--- config.mk ---
export PLATFORM = sky130hd
export DESIGN_NAME = axil_mmio_responder
export DESIGN_NICKNAME = d
export VERILOG_FILES = /design/src/rtl/axil_mmio_responder.sv
export SDC_FILE = /design/constraint.sdc
export NUM_CORES = 2
export LEC_CHECK = 0
export CAP_MARGIN = 15
export CORE_AREA = 2 2 272 274
export CTS_CLUSTER_SIZE = 10
export DETAILED_ROUTE_END_ITERATION = 8
export DIE_AREA = 0 0 274 276
export DONT_BUFFER_PORTS = 1
export PLACE_DENSITY = 0.57
export SKIP_CTS_REPAIR_TIMING = 1
export SYNTH_ARGS = -nofsm -noshare
export SYNTH_HDL_FRONTEND = slang
export SYNTH_SLANG_ARGS = --single-unit
--- constraint.sdc ---
create_clock -name clock -period 29.1 [get_ports clock]
set_input_delay 5.82 -clock clock [delete_from_list [all_inputs] [get_ports clock]]
set_output_delay 5.82 -clock clock [all_outputs]
set_load 0.02 [all_outputs]
--- src/rtl/axil_mmio_responder.sv ---
// axil_mmio_responder
// AXI4-Lite responder serving a bank of host-visible control/status registers
// (board resets, QSFP enables, debug). One write and one read may be
// outstanding at a time, and the two directions run independently.
//
// Address map (word index = addr[ADDR_WIDTH-1:2], addr[1:0] ignored):
//   0 .. NUM_REGS-1 : RW registers, byte-strobed writes
//   NUM_REGS        : status_in (RO)
//   NUM_REGS+1      : free-running cycle counter (RO)
//   other           : unmapped (DECERR)
//
// Ports:
//   clock, reset       design clock, asynchronous active-high reset
//   s_axil_aw*         write address channel
//   s_axil_w*          write data channel (32-bit data, 4-bit strobes)
//   s_axil_b*          write response channel
//   s_axil_ar*         read address channel
//   s_axil_r*          read data channel
//   regs_out           RW register contents, reg i at [32i+31:32i]
//   wr_pulse           one-cycle strobe per reg, set the cycle after a write
//   status_in          RO status word
module axil_mmio_responder #(
  parameter int          ADDR_WIDTH = 25,
  parameter int          NUM_REGS   = 16,
  parameter logic [31:0] RESET_VAL  = 32'h0
) (
  input  logic                     clock,
  input  logic                     reset,
  input  logic                     s_axil_awvalid,
  output logic                     s_axil_awready,
  input  logic [ADDR_WIDTH-1:0]    s_axil_awaddr,
  input  logic                     s_axil_wvalid,
  output logic                     s_axil_wready,
  input  logic [31:0]              s_axil_wdata,
  input  logic [3:0]               s_axil_wstrb,
  output logic                     s_axil_bvalid,
  input  logic                     s_axil_bready,
  output logic [1:0]               s_axil_bresp,
  input  logic                     s_axil_arvalid,
  output logic                     s_axil_arready,
  input  logic [ADDR_WIDTH-1:0]    s_axil_araddr,
  output logic                     s_axil_rvalid,
  input  logic                     s_axil_rready,
  output logic [31:0]              s_axil_rdata,
  output logic [1:0]               s_axil_rresp,
  output logic [NUM_REGS*32-1:0]   regs_out,
  output logic [NUM_REGS-1:0]      wr_pulse,
  input  logic [31:0]              status_in
);

  localparam int             IDX_W      = ADDR_WIDTH - 2;
  localparam logic [IDX_W-1:0] STATUS_IDX = IDX_W'(NUM_REGS);
  localparam logic [IDX_W-1:0] COUNT_IDX  = IDX_W'(NUM_REGS + 1);
  localparam logic [1:0]     RESP_OKAY  = 2'b00;
  localparam logic [1:0]     RESP_SLV   = 2'b10;
  localparam logic [1:0]     RESP_DEC   = 2'b11;

  logic                  aw_held, w_held;
  logic [ADDR_WIDTH-1:0] awaddr_q;
  logic [31:0]           wdata_q;
  logic [3:0]            wstrb_q;
  logic [31:0]           regs [NUM_REGS];
  logic [31:0]           cycle_cnt;

  logic                  aw_fire, w_fire, ar_fire, commit;
  logic [ADDR_WIDTH-1:0] aw_addr_eff;
  logic [31:0]           wd_eff;
  logic [3:0]            ws_eff;
  logic [IDX_W-1:0]      wr_idx, rd_idx;
  logic [NUM_REGS-1:0]   wr_sel;
  logic                  wr_is_ro;
  logic [31:0]           rd_data_nxt;
  logic [1:0]            rd_resp_nxt;

  assign s_axil_awready = !aw_held && !s_axil_bvalid;
  assign s_axil_wready  = !w_held && !s_axil_bvalid;
  assign s_axil_arready = !s_axil_rvalid;

  assign aw_fire = s_axil_awvalid && s_axil_awready;
  assign w_fire  = s_axil_wvalid && s_axil_wready;
  assign ar_fire = s_axil_arvalid && s_axil_arready;

  // A channel accepted this cycle is used directly so AW+W in the same
  // cycle commits without first passing through the holding registers.
  assign aw_addr_eff = aw_held ? awaddr_q : s_axil_awaddr;
  assign wd_eff      = w_held ? wdata_q : s_axil_wdata;
  assign ws_eff      = w_held ? wstrb_q : s_axil_wstrb;
  assign commit      = (aw_held || aw_fire) && (w_held || w_fire) && !s_axil_bvalid;

  assign wr_idx = aw_addr_eff[ADDR_WIDTH-1:2];
  assign rd_idx = s_axil_araddr[ADDR_WIDTH-1:2];

  logic unused_addr_bits;
  assign unused_addr_bits = ^{aw_addr_eff[1:0], s_axil_araddr[1:0]};

  always_comb begin
    wr_sel = '0;
    for (int i = 0; i < NUM_REGS; i++) begin
      if (wr_idx == IDX_W'(i)) wr_sel[i] = 1'b1;
    end
    wr_is_ro = (wr_idx == STATUS_IDX) || (wr_idx == COUNT_IDX);
  end

  always_comb begin
    rd_data_nxt = '0;
    rd_resp_nxt = RESP_DEC;
    for (int i = 0; i < NUM_REGS; i++) begin
      if (rd_idx == IDX_W'(i)) begin
        rd_data_nxt = regs[i];
        rd_resp_nxt = RESP_OKAY;
      end
    end
    if (rd_idx == STATUS_IDX) begin
      rd_data_nxt = status_in;
      rd_resp_nxt = RESP_OKAY;
    end
    if (rd_idx == COUNT_IDX) begin
      rd_data_nxt = cycle_cnt;
      rd_resp_nxt = RESP_OKAY;
    end
  end

  always_ff @(posedge clock or posedge reset) begin
    if (reset) begin
      aw_held       <= 1'b0;
      w_held        <= 1'b0;
      awaddr_q      <= '0;
      wdata_q       <= '0;
      wstrb_q       <= '0;
      s_axil_bvalid <= 1'b0;
      s_axil_bresp  <= RESP_OKAY;
      wr_pulse      <= '0;
    end else begin
      wr_pulse <= '0;
      if (aw_fire) begin
        aw_held  <= 1'b1;
        awaddr_q <= s_axil_awaddr;
      end
      if (w_fire) begin
        w_held  <= 1'b1;
        wdata_q <= s_axil_wdata;
        wstrb_q <= s_axil_wstrb;
      end
      if (commit) begin
        s_axil_bvalid <= 1'b1;
        wr_pulse      <= wr_sel;
        s_axil_bresp  <= (|wr_sel) ? RESP_OKAY : (wr_is_ro ? RESP_SLV : RESP_DEC);
      end else if (s_axil_bvalid && s_axil_bready) begin
        s_axil_bvalid <= 1'b0;
        aw_held       <= 1'b0;
        w_held        <= 1'b0;
      end
    end
  end

  always_ff @(posedge clock or posedge reset) begin
    if (reset) begin
      for (int i = 0; i < NUM_REGS; i++) regs[i] <= RESET_VAL;
    end else if (commit) begin
      for (int i = 0; i < NUM_REGS; i++) begin
        for (int k = 0; k < 4; k++) begin
          if (wr_sel[i] && ws_eff[k]) regs[i][8*k +: 8] <= wd_eff[8*k +: 8];
        end
      end
    end
  end

  always_ff @(posedge clock or posedge reset) begin
    if (reset) begin
      s_axil_rvalid <= 1'b0;
      s_axil_rdata  <= '0;
      s_axil_rresp  <= RESP_OKAY;
    end else if (ar_fire) begin
      s_axil_rvalid <= 1'b1;
      s_axil_rdata  <= rd_data_nxt;
      s_axil_rresp  <= rd_resp_nxt;
    end else if (s_axil_rvalid && s_axil_rready) begin
      s_axil_rvalid <= 1'b0;
    end
  end

  always_ff @(posedge clock or posedge reset) begin
    if (reset) cycle_cnt <= '0;
    else       cycle_cnt <= cycle_cnt + 32'd1;
  end

  for (genvar g = 0; g < NUM_REGS; g++) begin : g_regs_out
    assign regs_out[32*g +: 32] = regs[g];
  end

endmodule

Word-level counts from Yosys, hierarchy flattened
Cells that the tools add are included.
{"block": "totals", "romBits": 0, "latchBits": 0, "mem_bits_rw": 0, "n_memories": 0, "ff_bits": 661, "word_cells": 328}
{"block": "op_classes", "n_bitwise": 0, "div": 0, "eq_ne": 34, "mul": 0, "reduce_logical": 149, "addsub": 1, "mux": 68, "order_cmp": 0, "n_shift": 0}
{"cell": "$mux W32", "count": 19}
{"cell": "$eq A23 B4 Y1 const B", "count": 16}
{"cell": "$eq A23 B3 Y1 const B", "count": 8}
{"cell": "$reduce_and A2 Y1", "count": 64}
{"cell": "$eq A23 B2 Y1 const B", "count": 4}
{"cell": "$eq A23 B5 Y1 const B", "count": 4}
{"cell": "$logic_and A1 B1 Y1", "count": 73}
{"cell": "$eq A23 B1 Y1 const B", "count": 2}
{"cell": "$logic_not A23 Y1", "count": 2}
{"cell": "$mux W2", "count": 19}
{"cell": "$add A32 B1 Y32 const B", "count": 1}
{"cell": "$mux W1", "count": 27}
{"cell": "$mux W25", "count": 1}
{"cell": "$mux W16", "count": 1}
{"cell": "$reduce_or A16 Y1", "count": 1}
{"cell": "$logic_not A1 Y1", "count": 4}
{"cell": "$mux W4", "count": 1}
{"cell": "$reduce_bool A2 Y1", "count": 2}
{"cell": "$logic_or A1 B1 Y1", "count": 3}

Logic depth before layout (Yosys ltp)
{"block": "depth", "word_depth": 19, "mapped_depth": 11}

Least setup slack after synthesis
Ideal clock, no wire load.
{"block": "synth_timing", "path_type": "input-to-reg", "from": "input port s_axil_araddr[19]", "to": "register s_axil_rdata[14]", "t_required_ns": 28.976, "arrival_ns": 7.964, "n_path_buf": 3, "setup_time_ns": 0.124, "cell_stages": 10, "setup_slack_ns": 21.012, "cell_sequence": "or4_1 -> buf_2 -> or3_1 -> buf_2 -> nor3_2 -> buf_2 -> nor3_1 -> a211oi_1 -> o41a_1 -> o21ai_1"}
{"block": "synth_between", "elab_chain_cells": 19, "word_cells_on_any_way": 36}
{"element": "start, declared", "line_no": "41", "text": "input logic [ADDR_WIDTH-1:0] s_axil_araddr,"}
{"element": "$logic_not A23 Y1", "line_no": "108", "text": "if (rd_idx == IDX_W'(i)) begin"}
{"element": "$mux W32 (16 in a row)", "line_no": "108"}
{"element": "$mux W32", "line_no": "113", "text": "if (rd_idx == STATUS_IDX) begin"}
{"element": "$mux W32 *", "line_no": "117", "text": "if (rd_idx == COUNT_IDX) begin"}
{"element": "end signal, assigned", "line_no": "175", "text": "s_axil_rdata <= rd_data_nxt;"}
{"element": "end, declared", "line_no": "44", "text": "output logic [31:0] s_axil_rdata,"}
Every way passes the cells marked *; elsewhere a longest branch is shown, timed or not.
A chain may end at the register's enable or synchronous reset.

Final worst setup path
{"block": "layout_timing", "from": "input port s_axil_araddr[19]", "to": "register s_axil_rdata[10]"}
Same word-level chain as after synthesis.

==> flow_metrics.tcl <==
set metrics [dict create \
    core_area_sq_um 72590 \
    required_ps 29650 \
    grt_use_total_pct 38.23 \
    routed_wl_um 148300 \
    finalInstanceArea_sq_um 34070 \
    final_nets 2910 \
    numCtsBuffers 80 \
    period_needed_ps 10050 \
    ys_ff_latch 658 \
    vias 25872 \
    clkTransAtPathRegs_ps 50 \
    start_kind "input pin" \
    syn_inst 2785 \
    routed_via_density 6.835 \
    io_pins 694 \
    grt_pass1_wl_um 202600 \
    worstMarginPinSlew_ps 1284 \
    cts_max_path_buffers 3 \
    postRouteAntennaNets 0 \
    synthArstFlopShare_pct 100.0 \
    grt_max_degree 160 \
    io_buffers 0 \
    layout_commonest_cell "dfrtp_1" \
    synth_area_per_cell_sq_um 10.91 \
    drcViolationCount 0 \
    grt-ovfl-total 0 \
    cp_data_arrival_time_ps 10600 \
    placed_cell_area_sq_um 31590 \
    die_w_um 274 \
    fp.dieH_um 276 \
    hold_violations 0 \
    status "finished, final reports clean" \
    holdWs_ps 475.6 \
    grt_pass1_vias 24713 \
    layout-drive-gt1-share_pct 22.16 \
    synth_cell_types 78 \
    rsz0062_at_grt "false" \
    crit_fanout 26 \
    fin_crit_sh_pct 34.52 \
    post-route-util_pct 46.94 \
    hold_path.class "reg -> reg" \
    syn-cell-area_sq_um 30390 \
    powerDensity_nw_per_um2 69.69 \
    max_freq_mhz 99.55 \
    p_leak_nw 15.78 \
    cts_tree "yes" \
    final_cell_mix "dfrtp_1 (657), nor2_1 (374), mux2_2 (344)" \
    critical_path_class "in -> reg" \
    h-tree-depth 3 \
    num_rows 99 \
    cts_root_buf "clkbuf_16" \
    fin_cells 3785 \
    fillCellCount 6768 \
    clock-sinks 658 \
    gp_congestion 0.9365 \
    end_kind "flip-flop" \
    initial_core_util_pct 41.86 \
    dp_hpwl_um 106400 \
    first_pass_iters 7 \
    syn2layout_area_growth_pct 12.13 \
    irDropWorstVdd_mv 0.07041 \
    slew_headroom_pct 11.92 \
    synth_warnings 0 \
    drtIter0Drc 3570 \
    fin_worst_skew_ps 28.10 \
    syn-num-nets 2911 \
    finalSetupTns_ps 0 \
    wl_per_cell_um 39.18 \
    antenna_found_initial 6 \
    max_cap_viol_count 0 \
    die-area_sq_um 75620 \
    ys.flop_type "dfrtp_1" \
    setup_viol 0 \
    dpl.cell_count 3645 \
    finalMaxSlewViolations 0 \
    yosysSeqAreaShare_pct 54.19 \
    insertion_delay_ps 640 \
    synth-edff-count 0 \
]
## cells in the mapped netlist (all sizes together) (25+ instances only)
cell type	number	area [sq um]
a21oi	335	1677
a22oi	51	382.9
buf	94	490.5
clkbuf	78	292.8
dfrtp	658	16470
inv	28	105.1
mux2	344	3874
mux2i	66	664.4
nand2	113	426.7
nand3	51	272.8
nand4	41	256.5
nor2	411	1653
nor2b	35	219.0
nor3	48	325.3
nor4	25	206.5
o21ai	91	455.4
o221ai	37	324.1
o22ai	33	206.5
## power by group
group / switching [W] / internal (W) / leakage (nW)
Combinational: 0.000312 / 0.000128 / 5.66
Sequential: 0.0000431 / 0.000964 / 8.96
Clock: 0.000394 / 0.000534 / 1.15
Total: 0.000749 / 0.00163 / 15.8
## area by class of cell
class	count	area, sq um	area share, %
Sequential cell	658	16470	48.33
Multi-Input combinational cell	1927	13230	38.83
Clock buffer	109	2243	6.584
Tap cell	959	1200	3.521
Timing Repair Buffer	89	700.7	2.056
Inverter	28	112.6	0.3305
Clock inverter	9	101.3	0.2974
Antenna cell	6	15.01	0.04406
## registers in the layout, summed over array words and instances, names as in the netlist
register	flops
aw_held	1
awaddr_q	23
cycle_cnt	32
regs_out	512
s_axil_bresp	2
s_axil_bvalid	1
s_axil_rdata	32
s_axil_rresp	1
s_axil_rvalid	1
w_held	1
wdata_q	32
wr_pulse	16
wstrb_q	4
## cell families after synthesis
| kind of cell | count (synthesis) | share of synthesized area (%) |
|---|---|---|
| buf+inv | 200 | 2.923 |
| mux | 410 | 14.93 |
| flops | 658 | 54.19 |
| simple gates | 792 | 12.76 |
| xor+xnor | 30 | 0.8647 |
| compound gates | 694 | 14.29 |
| fa+ha+maj | 1 | 0.04117 |
## per-layer routing
metal | vias to the layer above | track usage, % | wire (um)
met5 | - | 0 | 19
met1 | 13284 | 48.46 | 54380
met4 | 2 | 15.51 | 7655
li1 | 10197 | - | -
met3 | 416 | 14.40 | 20050
met2 | 1973 | 58.75 | 66180
## path summary, 6_finish.rpt
| check | startpoint | end | slack, ps | depth (start not counted) |
|---|---|---|---|---|
| worst max-delay path | s_axil_araddr[19] | s_axil_rdata[10] | 19050 | 9 |
| worst min-delay path | cycle_cnt[31] | cycle_cnt[31] | 480 | 1 |
| worst max register to register | w_held | regs_out[456] | 24460 | 7 |
| worst min register to register | cycle_cnt[31] | cycle_cnt[31] | 480 | 1 |
| max in group asynchronous | reset | regs_out[97] | 20640 | 4 |
| min in group asynchronous | reset | regs_out[336] | 5200 | 1 |
## metrics by stage
| stage | total power, W | worst slack [ps] |
|---|---|---|
| final | 0.002375 | 19050 |
| after global routing | 0.002441 | 19170 |
| after CTS | 0.002361 | 19420 |
| after detailed placement | 0.001440 | 18750 |
| after global placement | 0.001426 | 18730 |
| after floorplan | 0.001275 | 4841 |
## critical path, cell delays in order
cell and delay [ps]:
nor4_1 730, nand3_2 750, nor3_4 590, buf_4 560, a22o_1 230, a221oi_1 40
a2111oi_0 960, o221ai_1 580, a21boi_1 280
Note: power is estimated with default switching activity, not from simulation.
